`src/rtl/dma_pkg.sv`:
```
`default_nettype none
// ============================================================================
// Module      : dma_pkg
// Description : Shared types and constants for the DMA copy/fill engine:
//               FSM state encoding, transfer-mode constants, memory depth.
// Revision    : 1.0 - initial release
// ============================================================================
package dma_pkg;

    // Engine states; two bits cover all four.
    typedef enum logic [1:0] {
        ST_IDLE  = 2'd0,
        ST_READ  = 2'd1,
        ST_WRITE = 2'd2,
        ST_DONE  = 2'd3
    } dma_state_t;

    // Transfer mode as sampled from the mode input.
    localparam logic MODE_COPY = 1'b0;
    localparam logic MODE_FILL = 1'b1;

    // Words in the attached data memory; only the low address bits decode.
    localparam int MEM_DEPTH = 1024;

endpackage : dma_pkg
`default_nettype wire

```
`src/rtl/dma_addr_gen.sv`:
```
`default_nettype none
// ============================================================================
// Module      : dma_addr_gen
// Description : Source/destination pointer and remaining-count registers for
//               the DMA engine. Resolves copy direction once at load (memmove
//               overlap rule) and steps all three registers on each write.
// Revision    : 1.0 - initial release
// ============================================================================
module dma_addr_gen
    import dma_pkg::*;
#(
    parameter int AW = 16,
    parameter int LW = 16
) (
    input  logic          clk,
    input  logic          rst,
    input  logic          load_i,      // latch a new transfer
    input  logic          step_i,      // one word written this cycle
    input  logic          mode_i,      // transfer mode at load time
    input  logic [AW-1:0] src_i,
    input  logic [AW-1:0] dst_i,
    input  logic [LW-1:0] len_i,
    output logic [AW-1:0] src_nxt_o,   // pointer value after this edge
    output logic [AW-1:0] dst_nxt_o,
    output logic          last_o       // current write is the final word
);

    localparam int XW = AW + 1;

    logic [AW-1:0] src_q, src_d;
    logic [AW-1:0] dst_q, dst_d;
    logic [LW-1:0] rem_q, rem_d;
    logic          desc_q, desc_d;

    logic [XW-1:0] w_src_x;
    logic [XW-1:0] w_dst_x;
    logic [XW-1:0] w_len_x;
    logic [AW-1:0] w_len_a;
    logic          w_overlap;

    // Overlap compare one bit wider than the address so src+len cannot wrap.
    always_comb begin
        w_src_x   = {1'b0, src_i};
        w_dst_x   = {1'b0, dst_i};
        w_len_x   = XW'(len_i);
        w_len_a   = AW'(len_i);
        w_overlap = (mode_i == MODE_COPY) &&
                    (w_dst_x > w_src_x) &&
                    (w_dst_x < (w_src_x + w_len_x));
    end

    // Next-state for pointers, count and direction.
    always_comb begin
        src_d  = src_q;
        dst_d  = dst_q;
        rem_d  = rem_q;
        desc_d = desc_q;
        if (load_i) begin
            desc_d = w_overlap;
            rem_d  = len_i;
            if (w_overlap) begin
                // Descending copy starts at the top of each range.
                src_d = src_i + w_len_a - AW'(1);
                dst_d = dst_i + w_len_a - AW'(1);
            end else begin
                src_d = src_i;
                dst_d = dst_i;
            end
        end else if (step_i) begin
            src_d = desc_q ? (src_q - AW'(1)) : (src_q + AW'(1));
            dst_d = desc_q ? (dst_q - AW'(1)) : (dst_q + AW'(1));
            rem_d = rem_q - LW'(1);
        end
    end

    // Working registers.
    always_ff @(posedge clk) begin
        if (rst) begin
            src_q  <= '0;
            dst_q  <= '0;
            rem_q  <= '0;
            desc_q <= 1'b0;
        end else begin
            src_q  <= src_d;
            dst_q  <= dst_d;
            rem_q  <= rem_d;
            desc_q <= desc_d;
        end
    end

    assign src_nxt_o = src_d;
    assign dst_nxt_o = dst_d;
    assign last_o    = (rem_q == LW'(1));

endmodule : dma_addr_gen
`default_nettype wire

```
`src/rtl/dma_copy_engine.sv`:
```
`default_nettype none
// ============================================================================
// Module      : dma_copy_engine
// Description : Block-transfer initiator for the single-port data memory.
//               Performs overlap-safe copy (memmove) or constant fill. All
//               memory-side outputs are registered; the write-data register
//               doubles as the copy buffer.
// Revision    : 1.0 - initial release
// ============================================================================
module dma_copy_engine
    import dma_pkg::*;
#(
    parameter int AW = 16,
    parameter int DW = 16,
    parameter int LW = 16
) (
    input  logic          clk,
    input  logic          rst,
    input  logic          start,
    input  logic          mode,
    input  logic [AW-1:0] src_addr,
    input  logic [AW-1:0] dst_addr,
    input  logic [LW-1:0] len,
    input  logic [DW-1:0] fill_val,
    output logic          busy,
    output logic          done,
    output logic          mem_we,
    output logic [AW-1:0] mem_addr,
    output logic [DW-1:0] mem_wdata,
    input  logic [DW-1:0] mem_rdata
);

    dma_state_t    state_q;
    logic          mode_q;
    logic [DW-1:0] fill_q;
    logic          busy_q;
    logic          done_q;
    logic          we_q;
    logic [AW-1:0] addr_q;
    logic [DW-1:0] wdata_q;     // copy buffer in copy mode, fill word in fill

    logic          w_load;
    logic          w_step;
    logic [AW-1:0] w_src_nxt;
    logic [AW-1:0] w_dst_nxt;
    logic          w_last;

    // Load on an accepted start, step on every write cycle.
    always_comb begin
        w_load = (state_q == ST_IDLE) && start;
        w_step = (state_q == ST_WRITE);
    end

    dma_addr_gen #(
        .AW (AW),
        .LW (LW)
    ) u_addr_gen (
        .clk       (clk),
        .rst       (rst),
        .load_i    (w_load),
        .step_i    (w_step),
        .mode_i    (mode),
        .src_i     (src_addr),
        .dst_i     (dst_addr),
        .len_i     (len),
        .src_nxt_o (w_src_nxt),
        .dst_nxt_o (w_dst_nxt),
        .last_o    (w_last)
    );

    // Transfer FSM; memory port values are set up one edge ahead so that
    // every output comes straight from a register.
    always_ff @(posedge clk) begin
        if (rst) begin
            state_q <= ST_IDLE;
            mode_q  <= MODE_COPY;
            fill_q  <= '0;
            busy_q  <= 1'b0;
            done_q  <= 1'b0;
            we_q    <= 1'b0;
            addr_q  <= '0;
            wdata_q <= '0;
        end else begin
            case (state_q)
                ST_IDLE: begin
                    if (start) begin
                        mode_q <= mode;
                        fill_q <= fill_val;
                        busy_q <= 1'b1;
                        if (len == '0) begin
                            state_q <= ST_DONE;
                            done_q  <= 1'b1;
                        end else if (mode == MODE_FILL) begin
                            state_q <= ST_WRITE;
                            we_q    <= 1'b1;
                            addr_q  <= w_dst_nxt;
                            wdata_q <= fill_val;
                        end else begin
                            state_q <= ST_READ;
                            addr_q  <= w_src_nxt;
                        end
                    end
                end
                ST_READ: begin
                    // Asynchronous read data is valid in the same cycle.
                    state_q <= ST_WRITE;
                    we_q    <= 1'b1;
                    addr_q  <= w_dst_nxt;
                    wdata_q <= mem_rdata;
                end
                ST_WRITE: begin
                    if (w_last) begin
                        state_q <= ST_DONE;
                        done_q  <= 1'b1;
                        we_q    <= 1'b0;
                        addr_q  <= '0;
                        wdata_q <= '0;
                    end else if (mode_q == MODE_FILL) begin
                        addr_q  <= w_dst_nxt;
                        wdata_q <= fill_q;
                    end else begin
                        state_q <= ST_READ;
                        we_q    <= 1'b0;
                        addr_q  <= w_src_nxt;
                        wdata_q <= '0;
                    end
                end
                ST_DONE: begin
                    state_q <= ST_IDLE;
                    busy_q  <= 1'b0;
                    done_q  <= 1'b0;
                end
                default: begin
                    state_q <= ST_IDLE;
                    busy_q  <= 1'b0;
                    done_q  <= 1'b0;
                    we_q    <= 1'b0;
                    addr_q  <= '0;
                    wdata_q <= '0;
                end
            endcase
        end
    end

    assign busy      = busy_q;
    assign done      = done_q;
    assign mem_we    = we_q;
    assign mem_addr  = addr_q;
    assign mem_wdata = wdata_q;

endmodule : dma_copy_engine
`default_nettype wire

```
`config.mk`:
```
export PLATFORM = sky130hd
export DESIGN_NAME = dma_copy_engine
export DESIGN_NICKNAME = d
export VERILOG_FILES = /design/src/rtl/dma_pkg.sv /design/src/rtl/dma_addr_gen.sv /design/src/rtl/dma_copy_engine.sv
export SDC_FILE = /design/constraint.sdc
export NUM_CORES = 1
export LEC_CHECK = 0
export ABC_AREA = 1
export CORE_ASPECT_RATIO = 0.5
export CORE_MARGIN = 4
export CORE_UTILIZATION = 50
export CTS_CLUSTER_DIAMETER = 60
export CTS_CLUSTER_SIZE = 40
export DETAILED_ROUTE_END_ITERATION = 7
export PLACE_DENSITY = 0.81
export SETUP_SLACK_MARGIN = 0.5
export SYNTH_ARGS = -nofsm -noshare
export SYNTH_HDL_FRONTEND = slang
export SYNTH_SLANG_ARGS = --single-unit
```
`constraint.sdc`:
```
create_clock -name clk -period 6 [get_ports clk]
set_input_delay 1.2 -clock clk [delete_from_list [all_inputs] [get_ports clk]]
set_output_delay 1.2 -clock clk [all_outputs]
set_load 0.02 [all_outputs]
```
==> out/results.txt <==
Die ar. - 23,700 um2
Routability congestion estimate - 0.972
Multiplexer area fraction after synthesis - 0%
Worst slew margin - 23.4%
First-pass detailed-route iteration total - 5
Synth area leaders - dfxtp_1 (19%), ha_1 (16%), nand2_1 (14%)
# port buffers - 118
Post-synth top area cell - dfxtp_1
Placed insts - 2,009
Worst Setup End Kind - flop
Busiest grt layer - met2
Post-synthesis xor/xnor area fraction - 4.13%
Routed WL - 33.7 mm
Grt ovf - 0
Pleak - 6.24 nW
Crit path required time - 6.29 ns
Final Util - 59.4%
Setup WS pre-CTS - 0.315 ns
Final Hold Vio Count - 0
Compound-gate portion of the synthesized area - 18.9%
# nets final - 1,976
Post-synth EDFFs - 0
Die Span X - 214 um
Layout cells sized above 1 - 3.54%
Synth cell count leaders - nand2_1 (388), inv_1 (249), a21oi_1 (142)
Crit path arrival time - 5.43 ns
Reported max-cap violation count - 0
CP max FO - 19
Wire length of the first global-routing pass - 53.3 mm
Yosys warns - 0
Post-route setup slack - 0.855 ns
Syn_area_per_cell - 6.40 um2
Dpl hpwl - 26.7 mm
Post-synth ARST share - 0%
Setup violators final - 0
Clock sinks - 103
Slew Limit Fails - 0
Period minus WS final - 5.14 ns
Initial antenna violation count - 2
Die H - 111 um
Period utilization - 85.7%
Routed Antenna Nets - 0
Max clock buf depth - 2
Remaining DRCs - 0
Seq cells post-synth - 103
Most used DFF post-synth - dfxtp_1
Met3 Use GR - 6.08%
Post-Synth Adder-Cell Area - 17.3%
CTS tree - done
Synth cell types - 51
Met2 usage - 40.4%
Hold Path Class - reg2reg
Via/cell ratio - 5.63
Total power - 4.97 mW
Clock Latency Late Sink - 0.35 ns
Fmax - 0.194 GHz
Seq/Total Area, Yosys - 19.4%
Avg WL per Cell - 16.6 um
Syn Nets - 1,885
Met1 Use GR - 40.1%
Peak supply drop - 0.267 mV
Layout Cells excl Fill - 2,026
Synth top area share - 19.4%
Initial Utilization - 51.2%
Worst-Margin Slew - 1.15 ns
Clk slew on worst S/H paths - 0.08 ns
GRT Util Overall - 27.3%
Top-Level Pins - 119
Core Footprint - 20,700 um2
Synth-to-Final Area Change - 15.9%
Power Density - 404 nW/um2
Largest net degree at the start of global routing - 51
Unrepaired setup endpoints after global routing - no
H-Tree Depth - 3
Syn Inst Count - 1,657
Vias in the first global route - 10,322
Most common cell in the netlist - nand2_1
Final Skew - 0.0101 ns
Critical path type - in2reg
Setup Total Neg Slack - 0 ns
Worst setup SP type - primary input
# rows - 37
Inserted Clock Buffers - 9
Antenna cell count - 0
Largest family of logic cells by synthesized area - simple AND/OR/NAND/NOR gates
Simple-gate share of the synthesized area - 29.2%
Synth Cell Area - 10,600 um2
DRT iter0 DRCs - 1,326
Vias - 11,403
Outcome - completed
Root Driver - clkbuf_16
state kept, by name, indices dropped and copies added, names as in the netlist:
register and cells:
fill_q 16, mem_we 1, busy 1, u_addr_gen.rem_q 16, mem_wdata 16, u_addr_gen.desc_q 1
mem_addr 16, mode_q 1, state_q 2, u_addr_gen.src_q 16, done 1, u_addr_gen.dst_q 16
cell families after synthesis:
group,Yosys count
xor+xnor,50
compound gates,350
flops,103
simple gates,709
fa+ha+maj,144
buf+inv,301
placed cells by master, fill, tap and decap left out, types with 5 or more instances in the layout:
cell | Yosys | routed
nor4_1 | 8 | 8
nand4_1 | 27 | 27
nand3_1 | 125 | 125
a221o_1 | 7 | 7
o21bai_1 | 16 | 15
nor2_2 | 3 | 5
clkdlybuf4s50_1 | 0 | 118
nand2_1 | 388 | 388
inv_1 | 249 | 249
clkbuf_16 | 0 | 9
nor3_1 | 12 | 12
a31oi_1 | 20 | 20
a21o_1 | 7 | 7
o21a_1 | 6 | 6
xnor2_1 | 14 | 14
nand3b_1 | 6 | 6
fa_1 | 5 | 5
o21ai_0 | 111 | 110
buf_4 | 2 | 6
a21boi_0 | 6 | 6
dfxtp_1 | 103 | 103
or2_2 | 6 | 6
ha_1 | 139 | 139
a21oi_1 | 142 | 142
nor2_1 | 115 | 113
xor2_1 | 36 | 36
o211ai_1 | 5 | 5
a22oi_1 | 10 | 10
nand3_2 | 7 | 7
metrics by stage:
step / instance area [um2] / hold WS [ns]
after floorplan: 10600 / 0.425
after global placement: 12000 / 0.435
after global routing: 12300 / 0.468
after CTS: 12300 / 0.453
after detailed placement: 12000 / 0.441
final: 12300 / 0.449
cell type report:
type,count,area [um2]
timing repair buffer,125,1250
tap,273,342
fill,1991,8400
clock inverter,7,63.8
sequential,103,2060
multi-input combinational,1253,7400
inverter,256,961
clock buffer,9,225
path summary, 6_finish.rpt:
check,from,endpoint,slack (ns),cells after the start
setup / recovery,len[4],mem_addr[8],0.86,27
hold / removal,fill_q[7],fill_q[7],0.45,2
setup reg to reg,state_q[0],mem_addr[8],2.23,8
hold reg to reg,fill_q[7],fill_q[7],0.45,2
power breakdown:
group,total [mW],internal [mW],switching [mW]
clock,0.586,0.292,0.294
combinational,3.26,1.15,2.11
sequential,1.12,0.947,0.175
total,4.97,2.39,2.58
critical path, cell delays in order:
cell and delay (ns):
clkdlybuf4s50_1 0.58, inv_1 0.13, ha_1 0.34, inv_1 0.11, nor3_1 0.19, nand2_1 0.10, nand2_1 0.07, nand2_1 0.07
a31oi_1 0.22, a21boi_0 0.19, xor2_1 0.18, ha_1 0.29, nand2_1 0.08, nor2_1 0.05, a211oi_1 0.16, nand2_1 0.07
nand2_1 0.05, nand2_1 0.12, nand2_4 0.26, nand2_8 0.16, nor2_8 0.24, nand2_1 0.10, nand3_2 0.11, nand2_1 0.08
nand3_1 0.12, nor2_1 0.05, nor2_1 0.09
metal layers:
layer  routed length (um)  share of wire, %
met3                 3630                11
met5                   34              0.10
met2                13500                40
met1                15700                47
met4                  787               2.3
what timing repair did:
action,in CTS,in global routing
hold buffers,0,0
gates resized for setup,0,2
setup buffers,0,1
endpoints found under the setup margin,0,31
No activity file was read; power rests on OpenSTA's default activity.
